==> src/rtl/lcd_bus_mirror_if.sv <==
// lcd_bus_mirror_if: LCD bus tap, mirror read port and status signals for lcd_bus_mirror.
// Revision 1.0 - initial release.
`default_nettype none

interface lcd_bus_mirror_if;
  logic       lcd_rs;
  logic       lcd_e;
  logic [7:0] lcd_data;
  logic [4:0] rd_addr;
  logic [7:0] rd_data;
  logic [4:0] cursor_addr;
  logic       display_on;
  logic       cursor_on;
  logic       blink_on;
  logic       busy;
  logic       update;
  logic       err_short;
  logic       err_overrun;

  modport master (
    output lcd_rs, lcd_e, lcd_data, rd_addr,
    input  rd_data, cursor_addr, display_on, cursor_on, blink_on,
           busy, update, err_short, err_overrun
  );

  modport slave (
    input  lcd_rs, lcd_e, lcd_data, rd_addr,
    output rd_data, cursor_addr, display_on, cursor_on, blink_on,
           busy, update, err_short, err_overrun
  );
endinterface

`default_nettype wire

==> src/rtl/lcd_bus_mirror.sv <==
// lcd_bus_mirror: passive HD44780 bus receiver keeping a 2x16 DDRAM mirror plus cursor/display state.
// Revision 1.0 - initial release.
`default_nettype none

module lcd_bus_mirror #(
  parameter int MIN_E_HIGH = 2
) (
  input logic             clk,
  input logic             rst,
  lcd_bus_mirror_if.slave bus
);

  localparam logic [0:0] ST_IDLE  = 1'b0;
  localparam logic [0:0] ST_CLEAR = 1'b1;
  localparam logic [7:0] MIN_CNT  = 8'(MIN_E_HIGH);
  localparam logic [7:0] BLANK    = 8'h20;

  logic       e_q, e_p, rs_q;
  logic [7:0] d_q;
  logic       hold_rs;
  logic [7:0] hold_d;
  logic [7:0] high_cnt;
  logic       stb_ok;
  logic       err_short;

  logic [0:0] state;
  logic [5:0] clr_idx;
  logic [4:0] ac;
  logic       inc;
  logic       cgram_mode;
  logic       display_on, cursor_on, blink_on;
  logic       update;
  logic       err_overrun;
  logic [7:0] mirror [32];

  logic       fall;
  assign fall = e_p & ~e_q;

  // Input sampling, strobe width measurement and falling-edge qualification.
  always_ff @(posedge clk) begin
    if (rst) begin
      e_q       <= 1'b0;
      e_p       <= 1'b0;
      rs_q      <= 1'b0;
      d_q       <= 8'h00;
      hold_rs   <= 1'b0;
      hold_d    <= 8'h00;
      high_cnt  <= 8'h00;
      stb_ok    <= 1'b0;
      err_short <= 1'b0;
    end else begin
      e_q    <= bus.lcd_e;
      e_p    <= e_q;
      rs_q   <= bus.lcd_rs;
      d_q    <= bus.lcd_data;
      stb_ok <= 1'b0;
      if (e_q) begin
        hold_rs <= rs_q;
        hold_d  <= d_q;
        if (high_cnt != 8'hFF) high_cnt <= high_cnt + 8'd1;
      end
      if (fall) begin
        high_cnt <= 8'h00;
        stb_ok   <= (high_cnt >= MIN_CNT);
        if (high_cnt < MIN_CNT) err_short <= 1'b1;
      end
    end
  end

  // Command decode, mirror writes and the clear sweep.
  always_ff @(posedge clk) begin
    if (rst) begin
      state       <= ST_IDLE;
      clr_idx     <= 6'd0;
      ac          <= 5'd0;
      inc         <= 1'b1;
      cgram_mode  <= 1'b0;
      display_on  <= 1'b0;
      cursor_on   <= 1'b0;
      blink_on    <= 1'b0;
      update      <= 1'b0;
      err_overrun <= 1'b0;
      for (int i = 0; i < 32; i++) mirror[i] <= BLANK;
    end else begin
      update <= 1'b0;
      case (state)
        ST_IDLE: begin
          if (stb_ok) begin
            if (hold_rs) begin
              if (!cgram_mode) begin
                mirror[ac] <= hold_d;
                ac         <= inc ? ac + 5'd1 : ac - 5'd1;
                update     <= 1'b1;
              end
            end else begin
              casez (hold_d)
                8'b1???????: begin
                  ac         <= {hold_d[6], hold_d[3:0]};
                  cgram_mode <= 1'b0;
                  update     <= 1'b1;
                end
                8'b01??????: cgram_mode <= 1'b1;
                8'b001?????: ;
                8'b0001????: begin
                  if (!hold_d[3]) begin
                    ac     <= hold_d[2] ? ac + 5'd1 : ac - 5'd1;
                    update <= 1'b1;
                  end
                end
                8'b00001???: begin
                  display_on <= hold_d[2];
                  cursor_on  <= hold_d[1];
                  blink_on   <= hold_d[0];
                end
                8'b000001??: inc <= hold_d[1];
                8'b0000001?: begin
                  ac         <= 5'd0;
                  cgram_mode <= 1'b0;
                  update     <= 1'b1;
                end
                8'b00000001: begin
                  // Index 0 is blanked on the decode edge itself; the sweep continues from 1.
                  mirror[0] <= BLANK;
                  clr_idx   <= 6'd1;
                  state     <= ST_CLEAR;
                end
                default: ;
              endcase
            end
          end
        end
        ST_CLEAR: begin
          if (stb_ok) err_overrun <= 1'b1;
          if (clr_idx[5]) begin
            ac         <= 5'd0;
            inc        <= 1'b1;
            cgram_mode <= 1'b0;
            update     <= 1'b1;
            state      <= ST_IDLE;
          end else begin
            mirror[clr_idx[4:0]] <= BLANK;
            clr_idx              <= clr_idx + 6'd1;
          end
        end
        default: state <= ST_IDLE;
      endcase
    end
  end

  assign bus.rd_data     = mirror[bus.rd_addr];
  assign bus.cursor_addr = ac;
  assign bus.display_on  = display_on;
  assign bus.cursor_on   = cursor_on;
  assign bus.blink_on    = blink_on;
  assign bus.busy        = (state == ST_CLEAR);
  assign bus.update      = update;
  assign bus.err_short   = err_short;
  assign bus.err_overrun = err_overrun;

endmodule

`default_nettype wire

==> src/flat_wrapper.sv <==
// flat-port wrapper written by rule: the top's interface ports become plain ports
module lcd_bus_mirror_flat 
#(
  parameter int MIN_E_HIGH = 2
)
  (clk, rst, bus_lcd_rs, bus_lcd_e, bus_lcd_data, bus_rd_addr, bus_rd_data, bus_cursor_addr, bus_display_on, bus_cursor_on, bus_blink_on, bus_busy, bus_update, bus_err_short, bus_err_overrun);
  lcd_bus_mirror_if bus_i ();
  input logic clk;
  input logic rst;
  input wire logic [$bits(bus_i.lcd_rs)-1:0] bus_lcd_rs;
  input wire logic [$bits(bus_i.lcd_e)-1:0] bus_lcd_e;
  input wire logic [$bits(bus_i.lcd_data)-1:0] bus_lcd_data;
  input wire logic [$bits(bus_i.rd_addr)-1:0] bus_rd_addr;
  output wire logic [$bits(bus_i.rd_data)-1:0] bus_rd_data;
  output wire logic [$bits(bus_i.cursor_addr)-1:0] bus_cursor_addr;
  output wire logic [$bits(bus_i.display_on)-1:0] bus_display_on;
  output wire logic [$bits(bus_i.cursor_on)-1:0] bus_cursor_on;
  output wire logic [$bits(bus_i.blink_on)-1:0] bus_blink_on;
  output wire logic [$bits(bus_i.busy)-1:0] bus_busy;
  output wire logic [$bits(bus_i.update)-1:0] bus_update;
  output wire logic [$bits(bus_i.err_short)-1:0] bus_err_short;
  output wire logic [$bits(bus_i.err_overrun)-1:0] bus_err_overrun;
  assign bus_i.lcd_rs = bus_lcd_rs;
  assign bus_i.lcd_e = bus_lcd_e;
  assign bus_i.lcd_data = bus_lcd_data;
  assign bus_i.rd_addr = bus_rd_addr;
  assign bus_rd_data = bus_i.rd_data;
  assign bus_cursor_addr = bus_i.cursor_addr;
  assign bus_display_on = bus_i.display_on;
  assign bus_cursor_on = bus_i.cursor_on;
  assign bus_blink_on = bus_i.blink_on;
  assign bus_busy = bus_i.busy;
  assign bus_update = bus_i.update;
  assign bus_err_short = bus_i.err_short;
  assign bus_err_overrun = bus_i.err_overrun;
  lcd_bus_mirror #(.MIN_E_HIGH(MIN_E_HIGH)) u_core (.clk(clk), .rst(rst), .bus(bus_i));
endmodule
==> config.mk <==
export PLATFORM = sky130hd
export DESIGN_NAME = lcd_bus_mirror_flat
export DESIGN_NICKNAME = d
export VERILOG_FILES = /design/src/rtl/lcd_bus_mirror_if.sv /design/src/rtl/lcd_bus_mirror.sv /design/src/flat_wrapper.sv
export SDC_FILE = /design/constraint.sdc
export NUM_CORES = 1
export LEC_CHECK = 0
export CAP_MARGIN = 20
export CORE_ASPECT_RATIO = 0.5
export CORE_MARGIN = 2
export CORE_UTILIZATION = 67
export DETAILED_ROUTE_END_ITERATION = 10
export PLACE_DENSITY_LB_ADDON = 0.25
export RECOVER_POWER = 100
export REMOVE_ABC_BUFFERS = 1
export SYNTH_ARGS = -nofsm -noshare
export SYNTH_HDL_FRONTEND = slang
export SYNTH_SLANG_ARGS = --single-unit
==> constraint.sdc <==
create_clock -name clk -period 6.7 [get_ports clk]
set_input_delay 1.34 -clock clk [delete_from_list [all_inputs] [get_ports clk]]
set_output_delay 1.34 -clock clk [all_outputs]
set_load 0.01 [all_outputs]
==> flow_metrics.tcl, run 1 <==
set metrics [dict create \
    grt_pass1_wl_um 52900 \
    ctsResizeCount 0 \
    yosys.area_share.simple 0.153 \
    vdd_drop_max_v 0.000203 \
    layout-drive-gt1-share 0.0992 \
    final.setup.worst_slack_ps 760 \
    dp_hpwl_um 23100 \
    ys_warn_count 0 \
    hold_depth 2 \
    status "finished with violations" \
    r2r_cells 7 \
    die_w_um 209 \
    synth.top_cell.area_share 0.546 \
    critPathKind "input port to flip-flop" \
    synth_top_family_by_area "simple AND/OR/NAND/NOR gates" \
    antenna_left 0 \
    grt-ovfl-total 0 \
    antenna_found_initial 0 \
    slew_headroom -0.880 \
    p_switching_w 0.000843 \
    grt_max_degree 56 \
    rrSetupSlack_ps 1210 \
    routed_wl_um 35600 \
    post-route-period-util 0.887 \
    syn2layout_area_growth_pct 8.35 \
    clock-sinks 305 \
    path_common_cell "clkbuf_1" \
    r2r-end "u_core.mirror[2][3]" \
    dieHeight_um 106 \
    power.leakage_nw 5.01 \
    synthXorXnorAreaFrac 0.00560 \
    die_area_mm2 0.0222 \
    async_reset_ff_frac 0 \
    layout_commonest_cell "nor2_1" \
    synth_area_mm2 0.0141 \
    synth.ff_latch_count 305 \
    p_comb_frac 0.061 \
    synth_cell_types 59 \
    num_vias 9551 \
    clk_latency_ps 540 \
    crit_arrival_ps 6170 \
    max_freq_mhz 168 \
    yosys-mux-area-fraction 0.129 \
    start_util 0.685 \
    synth_ff_type "edfxtp_1" \
    max-clock-path-buffers 3 \
    p_int_w 0.00298 \
    synthCells 1141 \
    tightestPinTransition_ps 2800 \
    hp-start "u_core.d_q[4]" \
    synth_top_area_cell "edfxtp_1" \
    ys_seq_area_frac 0.616 \
    cts-root-buf "clkbuf_16" \
    p_sw_frac 0.221 \
    drt_iter0_drc 1505 \
    setup_violations 0 \
    pre_cts_slack_ps 1300 \
    synth_adder_area_share 0.00445 \
    powerDensity_mw_per_mm2 250 \
    synth_edf_count 256 \
    globalplace.congestion 0.981 \
    worstHoldEndpoint "u_core.hold_d[4]" \
    finalPower_w 0.00382 \
    cts_buffers 26 \
    drt-wirelength-per-cell_um 24.9 \
    syn_area_per_cell_um2 12.3 \
    pwr-share-seq 0.558 \
    cp_slowest_cell "o21ai_1" \
    vias_per_cell 6.67 \
    end_kind "flip-flop" \
    period_needed_ps 5940 \
    nets 1161 \
    dpl-instance-area_mm2 0.0145 \
    design_area_mm2 0.0152 \
    cts_tree "done" \
    hold_viol 0 \
    drt-pass1-iter-count 5 \
    hold_path.class "flip-flop to flip-flop" \
    synth_area_leaders "edfxtp_1 55%, mux4_2 9.0%, nor2_1 7.2%, dfxtp_1 7.0%, mux2i_1 4.0%" \
    rsz0062_at_grt "false" \
    post-route-drc-count 0 \
    critPathMaxStageDelay_ps 2120 \
    clkPwrFrac 0.381 \
    crit_required_ps 6930 \
    final.setup_skew_ps 11.0 \
    ctsHoldBuffers 0 \
    crit_fanout 31 \
    tns_ps 0 \
    synth_compound_area_frac 0.0591 \
    grtUsageTotal 0.324 \
    antenna_cells 0 \
    htree_levels 1 \
    grt_pass1_vias 9063 \
    worst_setup_path_start_kind "input port" \
    fp.coreArea_mm2 0.0206 \
    slew_violations 177 \
    cap_violations 5 \
    io_pins 37 \
    nFillCells 1316 \
    port_buffers 36 \
    path_clk_slew_ps 70 \
    cp_cell_sequence "clkbuf_1 -> nor3b_1 -> clkbuf_1 -> nor3_1 -> o21ai_1 -> buf_4 -> o21bai_1 -> clkbuf_1" \
    row_count 37 \
    layout_common_cells "270 x nor2_1, 256 x edfxtp_1, 115 x nand2_1, 56 x mux4_2, 56 x mux2i_1" \
    cts_setup_buffers 0 \
    violations "capacitance limit, slew limit" \
    reg2reg_from "u_core.bus.busy" \
]
-- Yosys cell counts, types with 4 or more instances --
| library cell | n |
|---|---|
| buf_1 | 8 |
| nand2_1 | 115 |
| or3_1 | 5 |
| buf_2 | 24 |
| inv_1 | 10 |
| xnor2_1 | 4 |
| nor3b_1 | 5 |
| dfxtp_1 | 49 |
| nor4_1 | 6 |
| o21ai_0 | 11 |
| o21a_1 | 5 |
| ha_1 | 5 |
| a22oi_1 | 11 |
| mux2i_1 | 56 |
| a211oi_1 | 5 |
| nand3_1 | 16 |
| buf_6 | 7 |
| clkbuf_1 | 41 |
| a31oi_1 | 8 |
| nor3_1 | 16 |
| a21o_1 | 20 |
| xor2_1 | 5 |
| a21oi_1 | 26 |
| o21bai_1 | 12 |
| o211ai_1 | 10 |
| nor2_1 | 270 |
| mux4_2 | 56 |
| buf_4 | 5 |
| nand2b_1 | 8 |
| and3_1 | 6 |
| edfxtp_1 | 256 |
| nor2b_1 | 16 |
-- registers in the layout, indices dropped and copies added, names as in the netlist, 5 cells and up --
| register | cells |
|---|---|
| u_core.mirror | 256 |
| u_core.d_q | 8 |
| u_core.high_cnt | 8 |
| u_core.hold_d | 8 |
| u_core.clr_idx | 6 |
| u_core.bus.cursor_addr | 5 |
-- power by group through the flow --
stage / logic [W] / registers [W] / clock network, W
after floorplan: 0.000126 / 0.00216 / 0
final: 0.000234 / 0.00213 / 0.00146
after detailed placement: 0.000232 / 0.00217 / 0
after global placement: 0.000227 / 0.00217 / 0
after CTS: 0.000233 / 0.00213 / 0.00145
after global routing: 0.000245 / 0.00213 / 0.00151
-- cells by family (layout without fill, tap and decap cells) --
group	Yosys count	after routing
flops	305	305
mux	112	112
xor+xnor	9	9
buf+inv	95	113
compound gates	124	124
fa+ha+maj	5	5
simple gates	491	491
-- worst max-delay path, delay by kind of cell --
family,cells,cell delay (ps)
buf+inv,4,1970
compound gates,2,2400
simple gates,2,440
-- how the worst max path moves through the flow --
stage / start / slack (ps) / end / cells after the start
finish: rst / 760 / u_core.mirror[2][3] / 8
global route: rst / 590 / u_core.mirror[2][3] / 8
CTS: bus_rd_addr[4] / 1290 / bus_rd_data[5] / 6
detailed placement: bus_rd_addr[4] / 1300 / bus_rd_data[5] / 6
global placement: bus_rd_addr[0] / 1430 / bus_rd_data[7] / 6
floorplan: rst / 1460 / u_core.mirror[10][0] / 4
-- area by class of cell --
| type | count | area, µm² | share of cell area |
|---|---|---|---|
| clock buffers | 34 | 702 | 0.0460 |
| clock inverters | 14 | 93.8 | 0.00615 |
| inverters | 10 | 37.5 | 0.00246 |
| multi-input cells | 741 | 4940 | 0.324 |
| flip-flops and latches | 305 | 8670 | 0.569 |
| well taps | 273 | 342 | 0.0224 |
| repair buffers | 55 | 463 | 0.0304 |
-- through the flow --
stage / utilization / hold WS, ps / std cells
finish: 0.742 / 468 / 1432
global route: 0.742 / 489 / 1432
global placement: 0.705 / 450 / 1379
detailed placement: 0.706 / 456 / 1381
CTS: 0.744 / 471 / 1429
floorplan: - / 441 / 1056
-- per-layer routing --
layer | vias to the layer above | wire length [µm] | global-route usage
li1 | 4131 | - | -
met1 | 4553 | 13200 | 0.454
met2 | 752 | 16500 | 0.506
met3 | 115 | 4410 | 0.0579
met4 | 0 | 1620 | 0.148
met5 | - | 0 | 0
Power figures use the tool's default switching activity.
==> inputs of run 2 (changes only) <==
--- a/config.mk
+++ b/config.mk
@@ -10,6 +10,8 @@
 export CORE_MARGIN = 2
 export CORE_UTILIZATION = 67
 export DETAILED_ROUTE_END_ITERATION = 10
+export GPL_ROUTABILITY_DRIVEN = 0
+export MAX_ROUTING_LAYER = met4
 export PLACE_DENSITY_LB_ADDON = 0.25
 export RECOVER_POWER = 100
 export REMOVE_ABC_BUFFERS = 1
==> run 2 against run 1 <==
Net effect:
- the flow still finishes with violations (capacitance limit, slew limit)
- hold slack better by 13 ps
- non-clock buffer count up 3
- largest power group unchanged
- highest routed layer unchanged
- setup slack better by 9.4 ps
- first-iteration DRC count up 3.0%
- sequential power about the same
- sequential share of layout area down 0.61 points
- largest cell class unchanged
==> flow_metrics.tcl, run 2 (same netlist as run 1, synthesis figures left out) <==
set metrics [dict create \
    grtUsageTotal 0.347 \
    slew_headroom -1.15 \
    dpl-instance-area_mm2 0.0145 \
    setup_violations 0 \
    cap_violations 5 \
    syn2layout_area_growth_pct 9.52 \
    period_needed_ps 5930 \
    final.setup.worst_slack_ps 769 \
    largest_register_ffs 256 \
    violations "capacitance limit, slew limit" \
    post-route-period-util 0.885 \
    critical-path-top-delay-family "buffers and inverters" \
    start_util 0.685 \
    layout_common_cells "270 x nor2_1, 256 x edfxtp_1, 116 x nand2_1, 56 x mux4_2, 56 x mux2i_1" \
    cts-root-buf "clkbuf_16" \
    regMostFlops "u_core.mirror" \
    cp_cell_sequence "clkbuf_2 -> clkbuf_1 -> nor2b_1 -> a22oi_1 -> nand3_1 -> o211ai_1 -> dlygate4sd3_1" \
    antenna_found_initial 0 \
    nFillCells 1246 \
    hold_path.class "flip-flop to flip-flop" \
    max_freq_mhz 169 \
    dp_hpwl_um 23100 \
    ctsHoldBuffers 0 \
    grt_pass1_wl_um 54900 \
    worst_setup_path_start_kind "input port" \
    io_pins 37 \
    drt-pass1-iter-count 6 \
    antenna_cells 0 \
    routed_wl_um 36600 \
    dieHeight_um 106 \
    finalPower_w 0.00394 \
    design_area_mm2 0.0154 \
    worst-path-buf-inv 3 \
    crit_required_ps 5360 \
    status "finished with violations" \
    post-route-drc-count 0 \
    grt-ovfl-total 0 \
    critPathMaxStageDelay_ps 810 \
    htree_levels 1 \
    tns_ps 0 \
    path_clk_slew_ps 70 \
    die_w_um 209 \
    cts_setup_buffers 0 \
    fp.coreArea_mm2 0.0206 \
    tightestPinTransition_ps 3220 \
    row_count 37 \
    vias_per_cell 6.74 \
    antenna_left 0 \
    end_kind "primary output" \
    cts_tree "done" \
    power.leakage_nw 5.08 \
    clock-sinks 305 \
    layout-drive-gt1-share 0.102 \
    die_area_mm2 0.0222 \
    clk_latency_ps 540 \
    rsz0062_at_grt "false" \
    pre_cts_slack_ps 1290 \
    crit_fanout 37 \
    cts_buffers 26 \
    slew_violations 204 \
    powerDensity_mw_per_mm2 255 \
    ctsResizeCount 0 \
    hold_viol 0 \
    critPathKind "input port to primary output" \
    crit_arrival_ps 4590 \
    cp_slowest_cell "clkbuf_2" \
    drt_iter0_drc 1550 \
    grt_pass1_vias 9383 \
    max-clock-path-buffers 3 \
    layout_commonest_cell "nor2_1" \
    final.setup_skew_ps 12.7 \
    grt_max_degree 60 \
    drt-wirelength-per-cell_um 25.5 \
    nets 1164 \
    port_buffers 36 \
    num_vias 9672 \
    vdd_drop_max_v 0.000146 \
]
## run 2: cell types whose count changed in the layout (fill, tap and decap cells not counted), moves of 3 or more
| cell | change |
|---|---|
| clkbuf_8 | +6 |
| clkdlybuf4s50_1 | +6 |
| dlygate4sd3_1 | -6 |
| buf_4 | -5 |
| clkinv_1 | -3 |
| clkinv_2 | -3 |
## run 2: final timing paths
path                             to  slack [ps]                   start  depth (start not counted)
min          u_core.bus.err_overrun         480  u_core.bus.err_overrun                          2
min reg2reg  u_core.bus.err_overrun         480  u_core.bus.err_overrun                          2
max                  bus_rd_data[7]         770          bus_rd_addr[1]                          7
max reg2reg     u_core.mirror[2][4]        1280         u_core.bus.busy                          6
## run 2: report_power, final
group	internal, W	switching, W	total, W	leakage, nW
combinational	0.0000994	0.000140	0.000239	1.71
clock	0.000885	0.000681	0.00157	0.441
sequential	0.00210	0.0000315	0.00213	2.93
total	0.00308	0.000852	0.00394	5.08
## run 2: cell type report
| type | count | area (µm²) | share of cell area |
|---|---|---|---|
| inverter | 10 | 37.5 | 0.00244 |
| timing repair buffer | 58 | 517 | 0.0335 |
| multi-input combinational | 741 | 4960 | 0.322 |
| sequential | 305 | 8670 | 0.562 |
| clock inverter | 9 | 90.1 | 0.00585 |
| tap | 273 | 342 | 0.0222 |
| clock buffer | 38 | 798 | 0.0518 |
## run 2: metal layers
metal,up-vias,GRT usage,part of all wire
met4,0,0.158,0.043
met2,735,0.533,0.47
met1,4679,0.464,0.36
li1,4139,-,-
met5,-,-,0
met3,119,0.0612,0.12
## run 2: per-stage QoR
step / std cells / hold WS [ps] / util
after global routing: 1434 / 492 / 0.750
after floorplan: 1056 / 441 / -
after CTS: 1430 / 486 / 0.751
after global placement: 1380 / 449 / 0.706
final: 1434 / 482 / 0.750
after detailed placement: 1383 / 470 / 0.707
## run 2: worst reg2reg max path, stage by stage (launching register included)
cell      delay (ps)
dfxtp_1          730
nor2b_1          160
a31oi_1          300
nor2_1           260
o21ai_4          130
clkbuf_1        2270
o21bai_1        1060
==> inputs of run 3 (changes only) <==
--- a/config.mk
+++ b/config.mk
@@ -11,6 +11,7 @@
 export CORE_UTILIZATION = 67
 export DETAILED_ROUTE_END_ITERATION = 10
 export GPL_ROUTABILITY_DRIVEN = 0
+export GPL_TIMING_DRIVEN = 0
 export MAX_ROUTING_LAYER = met4
 export PLACE_DENSITY_LB_ADDON = 0.25
 export RECOVER_POWER = 100
==> run 3 against run 2 <==
Net effect:
- sequential cell count is the same
- highest routed layer unchanged
- critical path type unchanged
- clock skew grew 16 ps
- clock power is essentially flat
- register-to-register slack gained 1200 ps
- non-clock buffer count shrank 3
- routed wire length shrank 1.8%
- the run still ends with capacitance limit, slew limit left
- sequential share of layout area shrank 0.26 points
- maximum frequency is essentially flat
- count of clock-buffer cells in the layout shrank 8
- core utilization grew 0.35 points
- hold slack lost 9.4 ps
- cell area grew 0.46%
==> flow_metrics.tcl, run 3 (same netlist as run 1, synthesis figures left out) <==
set metrics [dict create \
    grt_pass1_wl_um 54000 \
    hold_viol 0 \
    largest_register_ffs 256 \
    fp.coreArea_mm2 0.0206 \
    antenna_cells 0 \
    cts_tree "done" \
    antenna_found_initial 0 \
    routed_wl_um 35900 \
    dpl-instance-area_mm2 0.0146 \
    post-place-cells 1380 \
    cp_slowest_cell "clkbuf_1" \
    post-route-period-util 0.885 \
    crit_required_ps 5360 \
    cp_num_cells 7 \
    tightestPinTransition_ps 2450 \
    r2r-end "u_core.mirror[30][0]" \
    slew_headroom -0.634 \
    tns_ps 0 \
    layout_commonest_cell "nor2_1" \
    clk_latency_ps 560 \
    clock-sinks 305 \
    end_kind "primary output" \
    regMostFlops "u_core.mirror" \
    worst-path-buf-inv 3 \
    max_freq_mhz 169 \
    pre_cts_slack_ps 1430 \
    row_count 37 \
    layout-drive-gt1-share 0.111 \
    crit_fanout 32 \
    critPathKind "input port to primary output" \
    use_met3 0.0715 \
    final.setup.worst_slack_ps 768 \
    busiest_layer "met2" \
    htree_levels 1 \
    cts_buffers 26 \
    crit_start "bus_rd_addr[1]" \
    dp_hpwl_um 22600 \
    worst_setup_path_start_kind "input port" \
    post-route-drc-count 0 \
    cp-endpoint "bus_rd_data[6]" \
    vias_per_cell 6.77 \
    whs_ps 472 \
    max-clock-path-buffers 3 \
    die_w_um 209 \
    globalRouteMet1Util 0.447 \
    crit_arrival_ps 4590 \
    violations "capacitance limit, slew limit" \
    cts_setup_buffers 0 \
    vdd_drop_max_v 0.000172 \
    cp_cell_sequence "clkbuf_1 -> buf_12 -> nor2b_1 -> a22oi_1 -> nand3_1 -> o211ai_1 -> dlygate4sd3_1" \
    port_buffers 36 \
    period_needed_ps 5930 \
    slew_violations 60 \
    nFillCells 1239 \
    cap_violations 1 \
    final.setup_skew_ps 29.2 \
    dieHeight_um 106 \
    start_util 0.685 \
    path_clk_slew_ps 70 \
    design_area_mm2 0.0155 \
    drt_iter0_drc 1542 \
    die_area_mm2 0.0222 \
    reg2reg_from "u_core.bus.busy" \
    r2r_cells 7 \
    syn2layout_area_growth_pct 10.0 \
    rsz0062_at_grt "false" \
    rrSetupSlack_ps 2500 \
    powerDensity_mw_per_mm2 254 \
    setup_violations 0 \
    nets 1161 \
    grt_pass1_vias 9434 \
    num_vias 9701 \
    status "finished with violations" \
    grt_max_degree 69 \
    critPathMaxStageDelay_ps 990 \
    layout_common_cells "270 x nor2_1, 256 x edfxtp_1, 116 x nand2_1, 56 x mux4_2, 56 x mux2i_1" \
    critical-path-top-delay-family "buffers and inverters" \
    drt-pass1-iter-count 6 \
    antenna_left 0 \
    ctsResizeCount 0 \
    drt-wirelength-per-cell_um 25.1 \
    cts-root-buf "clkbuf_16" \
    power.leakage_nw 5.12 \
    instances_no_fill 1432 \
    ctsHoldBuffers 0 \
    grtUsageMet2 0.523 \
    grt-ovfl-total 0 \
    grtUsageTotal 0.339 \
    hold_path.class "flip-flop to flip-flop" \
    io_pins 37 \
]
-- run 3: changes by cell type in the layout (fill, tap and decap cells not counted), moves of 2 or more --
cell,delta
dlygate4sd3_1,+4
clkbuf_8,-3
nor3b_1,-2
bufinv_8,+2
buf_6,+3
clkdlybuf4s50_1,-5
clkinv_2,+4
clkbuf_16,-2
buf_4,-7
buf_16,+3
buf_2,+3
nor3b_2,+2
clkbuf_1,-7
-- run 3: routing by layer --
layer / up-vias / share of wire
li1: 4127 / -
met1: 4681 / 0.36
met2: 755 / 0.47
met3: 138 / 0.12
met4: 0 / 0.045
met5: - / 0
-- run 3: where the power goes --
group | total (W) | internal, W | switching (W)
logic | 0.000239 | 0.0000985 | 0.000141
registers | 0.00213 | 0.00210 | 0.0000294
clock network | 0.00156 | 0.000868 | 0.000695
-- run 3: worst min-delay path by stage --
stage	startpoint	endpoint	slack, ps	cells past startpoint
4_1_cts	u_core.rs_q	u_core.hold_rs	470	2
3_3_place_gp	u_core.d_q[0]	u_core.hold_d[0]	450	2
2_1_floorplan	u_core.d_q[0]	u_core.hold_d[0]	440	2
6_report	u_core.d_q[1]	u_core.hold_d[1]	470	2
3_5_place_dp	u_core.rs_q	u_core.hold_rs	460	2
5_1_grt	u_core.d_q[6]	u_core.hold_d[6]	510	2
-- run 3: cell type report --
type | instances | area (µm²) | area share
clock inverter | 18 | 170 | 0.0110
inverter | 10 | 37.5 | 0.00242
sequential | 305 | 8670 | 0.560
clock buffer | 30 | 717 | 0.0463
multi-input combinational | 741 | 4980 | 0.322
tap | 273 | 342 | 0.0221
timing repair buffer | 55 | 564 | 0.0364
-- run 3: worst min-delay path: stages, from the launching register on --
cell and delay [ps]:
dfxtp_1 310, mux2i_1 60, nor2_1 70
-- run 3: per-stage QoR --
step	power [W]	util
finish	0.00393	0.753
global route	0.00401	0.753
CTS	0.00393	0.755
detailed placement	0.00241	0.712
global placement	0.00241	0.698
floorplan	0.00228	-
==> edit (settings of run 2) <==
`d_q` no longer has a reset.
--- a/src/rtl/lcd_bus_mirror.sv
+++ b/src/rtl/lcd_bus_mirror.sv
@@ -42,7 +42,6 @@
       e_q       <= 1'b0;
       e_p       <= 1'b0;
       rs_q      <= 1'b0;
-      d_q       <= 8'h00;
       hold_rs   <= 1'b0;
       hold_d    <= 8'h00;
       high_cnt  <= 8'h00;
@@ -52,7 +51,6 @@
       e_q    <= bus.lcd_e;
       e_p    <= e_q;
       rs_q   <= bus.lcd_rs;
-      d_q    <= bus.lcd_data;
       stb_ok <= 1'b0;
       if (e_q) begin
         hold_rs <= rs_q;
@@ -65,6 +63,10 @@
         if (high_cnt < MIN_CNT) err_short <= 1'b1;
       end
     end
+  end
+
+  always_ff @(posedge clk) begin
+    d_q <= bus.lcd_data;
   end
 
   // Command decode, mirror writes and the clear sweep.
Formal check against the unedited RTL: no difference found for any inputs over 4 cycles, from zero or initial values and one cycle with rst high; that may be too few to reach the edited logic, so the function may still have changed.
==> edit against run 2 <==
The run still ends with capacitance limit, slew limit left; sequential cell count stayed put; critical endpoint is now bus_rd_data[2]; critical path type unchanged; setup slack better by 0.43 ns; cell count shrank 8.4%; synthesized area is 0.67% higher; global-route usage is 1.3 points lower; core utilization rose by 0.26 points; routed wire length shrank 3.8%; total power grew 2.1%; critical path depth shrank 1; via count decreased by 1.4%; highest routed layer unchanged; design area grew 0.80%; combinational power grew 11%; first-iteration DRC count down 14%.
==> edit: results <==
group,metric,value,unit
setup_path,critPathTopFamily,"buffers and inverters",
cts,clock_tree.root_cell,"clkbuf_16",
global_route,use_met2,52.87,%
place,post_dp_cell_area,0.01469,sq mm
setup_path,worst_path_max_delay_cell,"dlygate4sd3_1",
synth,avgSynthCellArea,13.69,sq um
timing,worst_pin_slew,2.951,ns
power_and_ir_drop,ir_worst_vdd,0.1906,mV
final_layout,finalNonFillerCells,1313,
global_route,antenna_found_initial,1,
final_layout,top_register,"u_core.mirror",
setup_path,r2r_start,"u_core.bus.busy$_SDFF_PP0_",
detailed_routing,routedWlPerCell,26.80,microns
synth,ys_seq_area_share,61.19,%
floorplan,core_area,0.02065,sq mm
final_layout,layout.nets,1041,
power_and_ir_drop,p_leak,4.854,nW
detailed_routing,vias_per_cell,7.262,
place,post-place-ws,1.333,ns
synth,ys_async_sr_fraction,0,%
detailed_routing,drt_first_pass_iters,5,
cts,worstSkewPairLatency,0.54,ns
synth,synth_common_cells,"edfxtp_1, nor3_1, mux4_2",
synth,yosysUniqueCellTypes,57,
synth,ys_warn_count,0,
synth,ys_top_cells_by_area,"edfxtp_1, mux4_2, nor3_1",
run_status,status,"finished with violations",
global_route,grt_util_all_layers,33.44,%
place,port-buffer-count,36,
timing,clock_skew,0.01073,ns
min_path,min_from,"u_core.d_q[6]$_DFF_P_",
global_route,grtUsageMet3,7.323,%
cts,ctsResizeCount,0,
global_route,met1_usage,45.14,%
setup_path,cp.arrival,4.16,ns
global_route,grt_pass1_vias,9253,
setup_path,crit_path_max_fanout,27,
place,hpwlAfterDp,21460,microns
cts,path_clk_slew,0.07,ns
flow_run,drv_cap,5,
timing,final_max_slew_viol_count,181,
final_layout,fillers,1265,
run_status,violations,"capacitance limit, slew limit",
final_layout,drive_above_1_share,14.82,%
setup_path,max_stage_delay,0.60,ns
global_route,grt_max_degree,62,
detailed_routing,first_iter_violations,1335,
global_route,grt_pass1_wl,54030,microns
==> edit: worst register-to-register path: cells and delay by family (launching register included) <==
kind,cells,cell delay (ns)
compound gates,1,0.88
buf+inv,2,2.27
flops,1,0.77
simple gates,3,1.02
==> edit: worst paths after layout <==
check / end / slack, ns / depth (start not counted)
setup / recovery: bus_rd_data[2] / 1.20 / 6
hold / removal: u_core.hold_d[6]$_SDFFE_PP0P_ / 0.47 / 2
setup reg to reg: u_core.mirror[31][4]$_SDFFCE_PN0P_ / 1.45 / 6
hold reg to reg: u_core.hold_d[6]$_SDFFE_PP0P_ / 0.47 / 2
==> edit: kinds of logic after synthesis <==
family / synth area share (%)
multiplexers: 14.43
AND/OR/NAND/NOR: 15.08
AO/OA/AOI/OAI: 3.719
adder cells (fa/ha/maj): 0.4416
buffers and inverters: 4.275
flip-flops: 61.19
XOR/XNOR: 0.8656
==> edit: per-layer routing <==
metal / vias up / routed length [microns]
met5: - / 0
met4: 0 / 760
met3: 65 / 4555
met2: 769 / 17090
met1: 4682 / 12770
li1: 4019 / -
==> edit: power by group <==
group          switching [W]  internal, W
Sequential         0.0000254      0.00210
Combinational       0.000152     0.000114
Clock               0.000684     0.000944
==> edit: layout make-up <==
class | count | area share (%)
clock buffer | 32 | 4.534
antenna | 1 | 0.01611
multi-input combinational | 595 | 31.42
inverter | 7 | 0.1691
sequential | 305 | 55.79
timing repair buffer | 84 | 4.502
clock inverter | 16 | 1.361
tap | 273 | 2.199
